[src/rtl/instruction_fetch.sv]
// Sequential instruction fetch front-end. Drives the instruction memory from a PC,
// absorbs its one-cycle read latency and buffers up to two {instr, pc} pairs for the
// decoder over a valid/ready handshake. Branch redirects flush buffered and in-flight
// fetches.
`timescale 1ns/1ps
module instruction_fetch #(
  parameter int unsigned          ADDR_W   = 4,
  parameter int unsigned          DATA_W   = 8,
  parameter logic [ADDR_W-1:0]    RESET_PC = '0
) (
  input  logic              clk,
  input  logic              reset,
  output logic [ADDR_W-1:0] mem_addr,
  input  logic [DATA_W-1:0] mem_data,
  output logic [DATA_W-1:0] instr,
  output logic [ADDR_W-1:0] instr_pc,
  output logic              instr_valid,
  input  logic              instr_ready,
  input  logic              branch_valid,
  input  logic [ADDR_W-1:0] branch_target
);

  logic [ADDR_W-1:0] pc_q, pc_d;
  logic              inflight_q, inflight_d;
  logic [ADDR_W-1:0] inflight_pc_q, inflight_pc_d;
  logic              discard_q, discard_d;
  logic [1:0]        count_q, count_d;
  // Entry 0 is the head, entry 1 the tail.
  logic [DATA_W-1:0] head_data_q, head_data_d, tail_data_q, tail_data_d;
  logic [ADDR_W-1:0] head_pc_q, head_pc_d, tail_pc_q, tail_pc_d;

  logic       pop, push, issue;
  logic [2:0] occupancy;
  logic [1:0] cnt;

  assign mem_addr    = pc_q;
  assign instr       = head_data_q;
  assign instr_pc    = head_pc_q;
  assign instr_valid = (count_q != 2'd0);

  // Handshake, issue decision and next-state for PC, in-flight tracking and the buffer.
  always_comb begin
    pc_d          = pc_q;
    inflight_d    = 1'b0;
    inflight_pc_d = inflight_pc_q;
    discard_d     = 1'b0;
    count_d       = count_q;
    head_data_d   = head_data_q;
    head_pc_d     = head_pc_q;
    tail_data_d   = tail_data_q;
    tail_pc_d     = tail_pc_q;
    cnt           = count_q;

    pop       = instr_valid & instr_ready;
    occupancy = {1'b0, count_q} + {2'b00, inflight_q};
    // Pop-aware: a slot freed this cycle can already be claimed by a new read.
    issue     = ~branch_valid & (occupancy <= (3'd1 + {2'b00, pop}));
    push      = inflight_q & ~discard_q & ~branch_valid;

    if (issue) begin
      inflight_d    = 1'b1;
      inflight_pc_d = pc_q;
      pc_d          = pc_q + ADDR_W'(1);
    end

    if (branch_valid) begin
      pc_d      = branch_target;
      count_d   = 2'd0;
      // Only a read that returns after this edge needs marking; a read returning
      // in the branch cycle itself is already blocked from being pushed.
      discard_d = inflight_d;
    end else begin
      if (pop) begin
        head_data_d = tail_data_q;
        head_pc_d   = tail_pc_q;
        cnt         = cnt - 2'd1;
      end
      if (push) begin
        if (cnt == 2'd0) begin
          head_data_d = mem_data;
          head_pc_d   = inflight_pc_q;
        end else begin
          tail_data_d = mem_data;
          tail_pc_d   = inflight_pc_q;
        end
        cnt = cnt + 2'd1;
      end
      count_d = cnt;
    end
  end

  // State registers with synchronous reset that overrides branches and handshakes.
  always_ff @(posedge clk) begin
    if (reset) begin
      pc_q          <= RESET_PC;
      inflight_q    <= 1'b0;
      inflight_pc_q <= '0;
      discard_q     <= 1'b0;
      count_q       <= 2'd0;
      head_data_q   <= '0;
      head_pc_q     <= '0;
      tail_data_q   <= '0;
      tail_pc_q     <= '0;
    end else begin
      pc_q          <= pc_d;
      inflight_q    <= inflight_d;
      inflight_pc_q <= inflight_pc_d;
      discard_q     <= discard_d;
      count_q       <= count_d;
      head_data_q   <= head_data_d;
      head_pc_q     <= head_pc_d;
      tail_data_q   <= tail_data_d;
      tail_pc_q     <= tail_pc_d;
    end
  end

endmodule

[config.mk]
export PLATFORM = sky130hd
export DESIGN_NAME = instruction_fetch
export DESIGN_NICKNAME = d
export VERILOG_FILES = /design/src/rtl/instruction_fetch.sv
export SDC_FILE = /design/constraint.sdc
export NUM_CORES = 1
export LEC_CHECK = 0
export ABC_AREA = 1
export CAP_MARGIN = 10
export CORE_AREA = 3 3 70 72
export CTS_CLUSTER_SIZE = 12
export DETAILED_ROUTE_END_ITERATION = 12
export DIE_AREA = 0 0 73 75
export GPL_TIMING_DRIVEN = 0
export PLACE_DENSITY_LB_ADDON = 0.12
export SYNTH_ARGS = -nofsm -noshare
export SYNTH_HDL_FRONTEND = slang
export SYNTH_SLANG_ARGS = --single-unit
export TNS_END_PERCENT = 50
[constraint.sdc]
create_clock -name clk -period 1.9 [get_ports clk]
set_clock_uncertainty 0.1 [all_clocks]
set_input_delay 0.475 -clock clk [delete_from_list [all_inputs] [get_ports clk]]
set_output_delay 0.475 -clock clk [all_outputs]
set_load 0.01 [all_outputs]
==> results of run 1 <==
-- cells in the mapped netlist (2+ instances only) --
| master | count |
|---|---|
| nand2_1 | 62 |
| dfxtp_1 | 36 |
| nor2_1 | 29 |
| o21ai_1 | 27 |
| nand3_1 | 18 |
| inv_1 | 17 |
| a21oi_1 | 15 |
| o21ai_0 | 12 |
| buf_2 | 8 |
| ha_1 | 5 |
| inv_2 | 3 |
| xor2_1 | 2 |
-- routing by layer --
layer	routed length, µm	part of all wire
met1	1940	0.48
met2	1890	0.47
met3	186	0.046
met4	34	0.0084
met5	0	0
-- worst max path at each step --
stage                          start              to  slack [ns]  cells past startpoint
after CTS                 count_q[1]        instr[1]      0.0003                     13
after global placement         reset  tail_data_q[3]       -0.25                      5
final                     count_q[1]     instr_valid        0.04                      5
after floorplan           count_q[0]        instr[1]        0.03                     13
after global routing      count_q[1]     instr_valid       -0.03                      5
after detailed placement       reset  tail_data_q[3]       -0.23                      5
-- flip-flops by register name, summed over array words and instances, names as in the netlist --
signal / cells
count_q: 2
discard_q: 1
inflight_pc_q: 4
inflight_q: 1
instr: 8
instr_pc: 4
mem_addr: 4
tail_data_q: 8
tail_pc_q: 4
-- kinds of logic (layout without fill, tap and decap cells) --
family / count (synthesis) / count (layout) / share of synthesized area
AO/OA/AOI/OAI: 54 / 54 / 0.159
XOR/XNOR: 4 / 4 / 0.0251
adder cells (fa/ha/maj): 5 / 5 / 0.0369
buffers and inverters: 32 / 79 / 0.0841
flip-flops: 36 / 36 / 0.425
other: 1 / 1 / 0.00221
AND/OR/NAND/NOR: 111 / 111 / 0.268
-- power by group through the flow --
stage	sequential, W	combinational, W	clock, W
2_1_floorplan	0.000819	0.000111	0
3_3_place_gp	0.000818	0.000199	0
3_5_place_dp	0.000818	0.000200	0
4_1_cts	0.000800	0.000216	0.000755
5_1_grt	0.000803	0.000252	0.000790
6_report	0.000800	0.000225	0.000732
-- cell type report --
cell class / instances / area (µm²)
fillers: 431 / 1950
multi-input cells: 175 / 916
flip-flops and latches: 36 / 729
repair buffers: 39 / 375
plain buffers: 11 / 103
clock buffers: 7 / 96.3
inverters: 21 / 85.1
well taps: 52 / 65.1
clock inverters: 1 / 30.0
-- critical path: stages, from the launching register on --
cell             delay [ns]
dfxtp_4                0.37
inv_2                  0.04
ha_4                   0.15
inv_4                  0.04
buf_4                  0.16
clkdlybuf4s15_2        0.23
-- repair_timing --
| action | 4_1_cts | 5_1_grt |
|---|---|---|
| pin swaps | 2 | 5 |
| buffers inserted | 5 | 3 |
| cloned | 1 | 0 |
| setup endpoints to repair | 25 | 22 |
| resized for setup | 13 | 21 |
-- metrics by stage --
stage	hold WS (ns)	cells	worst slack [ns]	utilization
after CTS	0.351	339	0.000301	0.531
after detailed placement	0.341	325	-0.231	0.482
after floorplan	0.324	243	0.0310	-
final	0.350	342	0.0370	0.551
after global routing	0.363	342	-0.0270	0.551
after global placement	0.337	325	-0.248	0.482
==> results_dict.tcl, run 1 <==
set metrics [dict create \
    status "finished clean" \
    met3_usage 0.0401 \
    wl_per_cell_um 11.9 \
    coreArea_um2 4350 \
    rsz0062_at_grt "true" \
    yosysUniqueCellTypes 21 \
    wl_mm 4.06 \
    swShare 0.231 \
    viasPerCell 4.75 \
    arrival_ns 1.29 \
    cts_hold_buf 0 \
    die-height_um 75 \
    dpl.hpwl_mm 2.83 \
    layout_common_cells "59 x nand2_1, 31 x dfxtp_1, 28 x clkdlybuf4s50_1" \
    grt_use_met2 0.261 \
    gp_congestion 0.758 \
    p_int_w 0.00135 \
    cts_buffers 5 \
    leakage_nw 1.01 \
    synth_top_area_share 0.425 \
    dpl_cell_area_um2 2100 \
    grt_pass1_vias 1457 \
    fmax_mhz 537 \
    num_vias 1624 \
    num_rows 24 \
    reg2reg_depth 13 \
    tns_ns 0 \
    slew_viol_final 0 \
    portBuffers 30 \
    synth_top_cell_by_area "dfxtp_1" \
    post-route-period-util 0.981 \
    max_cap_viol_count 0 \
    syn-num-nets 264 \
    nNetsFinal 310 \
    ant_nets 0 \
    finalCriticalPeriod_ns 1.86 \
    cts_tree "done" \
    synth_flop_cell "dfxtp_1" \
    grt_busiest_layer "met2" \
    hold_viol 0 \
    clkTransAtPathRegs_ns 0.07 \
    grt_pass1_wl_mm 6.74 \
    hold_start "tail_data_q[5]" \
    critical_path.endpoint_type "primary output" \
    r2r_setup_slack_ns 0.09 \
    ys_seq_area_frac 0.425 \
    clkLatencyLatePin_ns 0.28 \
    drt_first_iter_violations 57 \
    p_per_area_nw_per_um2 732 \
    cp_max_fo 9 \
    switching_power_w 0.000405 \
    p_total_w 0.00176 \
    met1_usage 0.201 \
    worstReg2RegEnd "instr_pc[2]" \
    combPwrFrac 0.128 \
    grt_start_max_net_pins 12 \
    grtUsageTotal 0.160 \
    design_area_um2 2400 \
    worstSetupPathType "reg -> out" \
    start_util 0.390 \
    worstHoldPathCells 2 \
    p_seq_frac 0.455 \
    clkPwrFrac 0.417 \
    ys_ff_latch 36 \
    final_common_cell "nand2_1" \
    irDropWorstVdd_mv 0.392 \
    synth.area.top_cells "dfxtp_1 42%, nand2_1 14%, o21ai_1 8.0%" \
    syn_inst 243 \
    finalSetupViolCount 0 \
    clock_path_buffers 2 \
    clock-root-buffer "clkbuf_8" \
    hold_class "reg -> reg" \
    synth_edf_count 0 \
    critPathLaunchType "register" \
    io_pins 33 \
    cts_sinks 36 \
    grt_overflow 0 \
    firstDrtPassIters 4 \
    synth_area_um2 1700 \
    timing.rr.start "count_q[1]" \
    fp.dieW_um 73 \
    holdPathEnd "tail_data_q[5]" \
    antenna_found_initial 0 \
    die-area_um2 5480 \
    diodes 0 \
    postSynthAreaPerCell_um2 6.98 \
    area_delta_synth_final_pct 41.4 \
    layout-drive-gt1-share 0.183 \
    synthArstFlopShare 0 \
    htreeDepth 2 \
    cp.required_ns 1.32 \
    drc 0 \
    ys.warnings.count 0 \
]
Power figures use the tool's default switching activity.
==> run 2: changes to the inputs <==
--- a/config.mk
+++ b/config.mk
@@ -7,10 +7,10 @@
 export LEC_CHECK = 0
 export ABC_AREA = 1
 export CAP_MARGIN = 10
-export CORE_AREA = 3 3 70 72
+export CORE_AREA = 2 2 69 71
 export CTS_CLUSTER_SIZE = 12
 export DETAILED_ROUTE_END_ITERATION = 12
-export DIE_AREA = 0 0 73 75
+export DIE_AREA = 0 0 71 73
 export GPL_TIMING_DRIVEN = 0
 export PLACE_DENSITY_LB_ADDON = 0.12
 export SYNTH_ARGS = -nofsm -noshare
==> run 2 against run 1 <==
  * Critical path depth down 4
  * Final area rose by 0.52%
  * Sequential cell count is the same
  * Total power shrank 8.9%
  * Via count grew 2.6%
  * Register-to-register slack worse by 0.02 ns
  * Worst setup slack gained 0.022 ns
  * Die area is 5.3% lower
  * Non-clock buffer count is 5 higher
  * Critical path type unchanged
  * Highest routed layer unchanged
==> results_dict.tcl, run 2 (synthesis gave the netlist of run 1 again) <==
set metrics [dict create \
    cp_slowest_cell "clkdlybuf4s50_1" \
    irDropWorstVdd_mv 0.368 \
    clkLatencyLatePin_ns 0.29 \
    htreeDepth 2 \
    viasPerCell 4.78 \
    cp.required_ns 1.32 \
    p_per_area_nw_per_um2 663 \
    coreArea_um2 4540 \
    cp_num_buf_inv 1 \
    rsz0062_at_grt "true" \
    grtUsageTotal 0.171 \
    critical_path.max_stage_delay_ns 0.57 \
    fill_cells 443 \
    portBuffers 30 \
    final_common_cell "nand2_1" \
    num_rows 25 \
    finalSetupViolCount 0 \
    gp_congestion 0.730 \
    dp_slack_ns -0.224 \
    antenna_found_initial 0 \
    worstSetupPathType "reg -> out" \
    io_pins 33 \
    hold_ws_ns 0.350 \
    fmax_mhz 543 \
    wl_per_cell_um 12.3 \
    drc 0 \
    leakage_nw 1.01 \
    nNetsFinal 315 \
    arrival_ns 1.27 \
    clkTransAtPathRegs_ns 0.07 \
    regArea_um2 729 \
    slew_viol_final 0 \
    area_delta_synth_final_pct 42.2 \
    drt_first_iter_violations 64 \
    hold_class "reg -> reg" \
    path_cells "clkdlybuf4s50_1" \
    die-height_um 73 \
    cts_sinks 36 \
    grt_overflow 0 \
    cts_buffers 5 \
    crit_family "buffers and inverters" \
    die-area_um2 5180 \
    layout_common_cells "60 x nand2_1, 31 x dfxtp_1, 29 x clkdlybuf4s50_1" \
    cts_tree "done" \
    start_util 0.374 \
    status "finished clean" \
    dpl.hpwl_mm 2.76 \
    fp.dieW_um 71 \
    wl_mm 4.29 \
    dpl_cell_area_um2 2100 \
    grt_start_max_net_pins 11 \
    grt_pass1_wl_mm 6.89 \
    utilization 0.532 \
    cp_max_fo 5 \
    firstDrtPassIters 4 \
    clock_path_buffers 2 \
    diodes 0 \
    finalCriticalPeriod_ns 1.84 \
    ant_nets 0 \
    hold_viol 0 \
    max_cap_viol_count 0 \
    fin_ws_ns 0.0592 \
    critPathLaunchType "register" \
    critical_path.endpoint_type "primary output" \
    grt_pass1_vias 1542 \
    num_vias 1667 \
    clock-root-buffer "clkbuf_8" \
    layout-drive-gt1-share 0.183 \
    design_area_um2 2410 \
    multi_input_area_um2 913 \
    post-route-period-util 0.969 \
]
[run 2: worst paths after layout]
| path | from | to | slack (ns) | depth (start not counted) |
|---|---|---|---|---|
| setup reg to reg | count_q[1] | tail_data_q[7] | 0.07 | 12 |
| hold / removal | tail_data_q[3] | tail_data_q[3] | 0.35 | 2 |
| hold reg to reg | tail_data_q[3] | tail_data_q[3] | 0.35 | 2 |
| setup / recovery | mem_addr[2] | mem_addr[2] | 0.06 | 1 |
[run 2: report_power, final]
group	internal, W	switching [W]	total [W]
clock network	0.000296	0.000271	0.000567
registers	0.000779	0.0000205	0.000800
logic	0.000114	0.000120	0.000234
[run 2: layout make-up]
class | count | share of cell area
well taps | 54 | 0.0280
inverters | 21 | 0.0373
flip-flops and latches | 36 | 0.302
multi-input cells | 175 | 0.379
clock buffers | 8 | 0.0373
repair buffers | 44 | 0.174
plain buffers | 11 | 0.0425
[run 2: per-stage QoR]
stage	std cells	setup TNS [ns]	power, W
CTS	341	0	0.00160
global route	349	-0.0315	0.00167
floorplan	243	0	0.000929
global placement	327	-3.90	0.00102
finish	349	0	0.00160
detailed placement	327	-4.11	0.00102
[run 2: repair_timing]
| item | in CTS | in global routing |
|---|---|---|
| pin swaps | 2 | 5 |
| cloned | 1 | 2 |
| hold buffers | 0 | 0 |
| endpoints found under the setup margin | 25 | 22 |
| resized for setup | 11 | 23 |
| setup buffers | 5 | 6 |
[run 2: layer usage]
layer	GRT usage	share of wire
met5	0	0
met4	0.0755	0.015
met3	0.0456	0.038
met2	0.293	0.47
met1	0.202	0.48
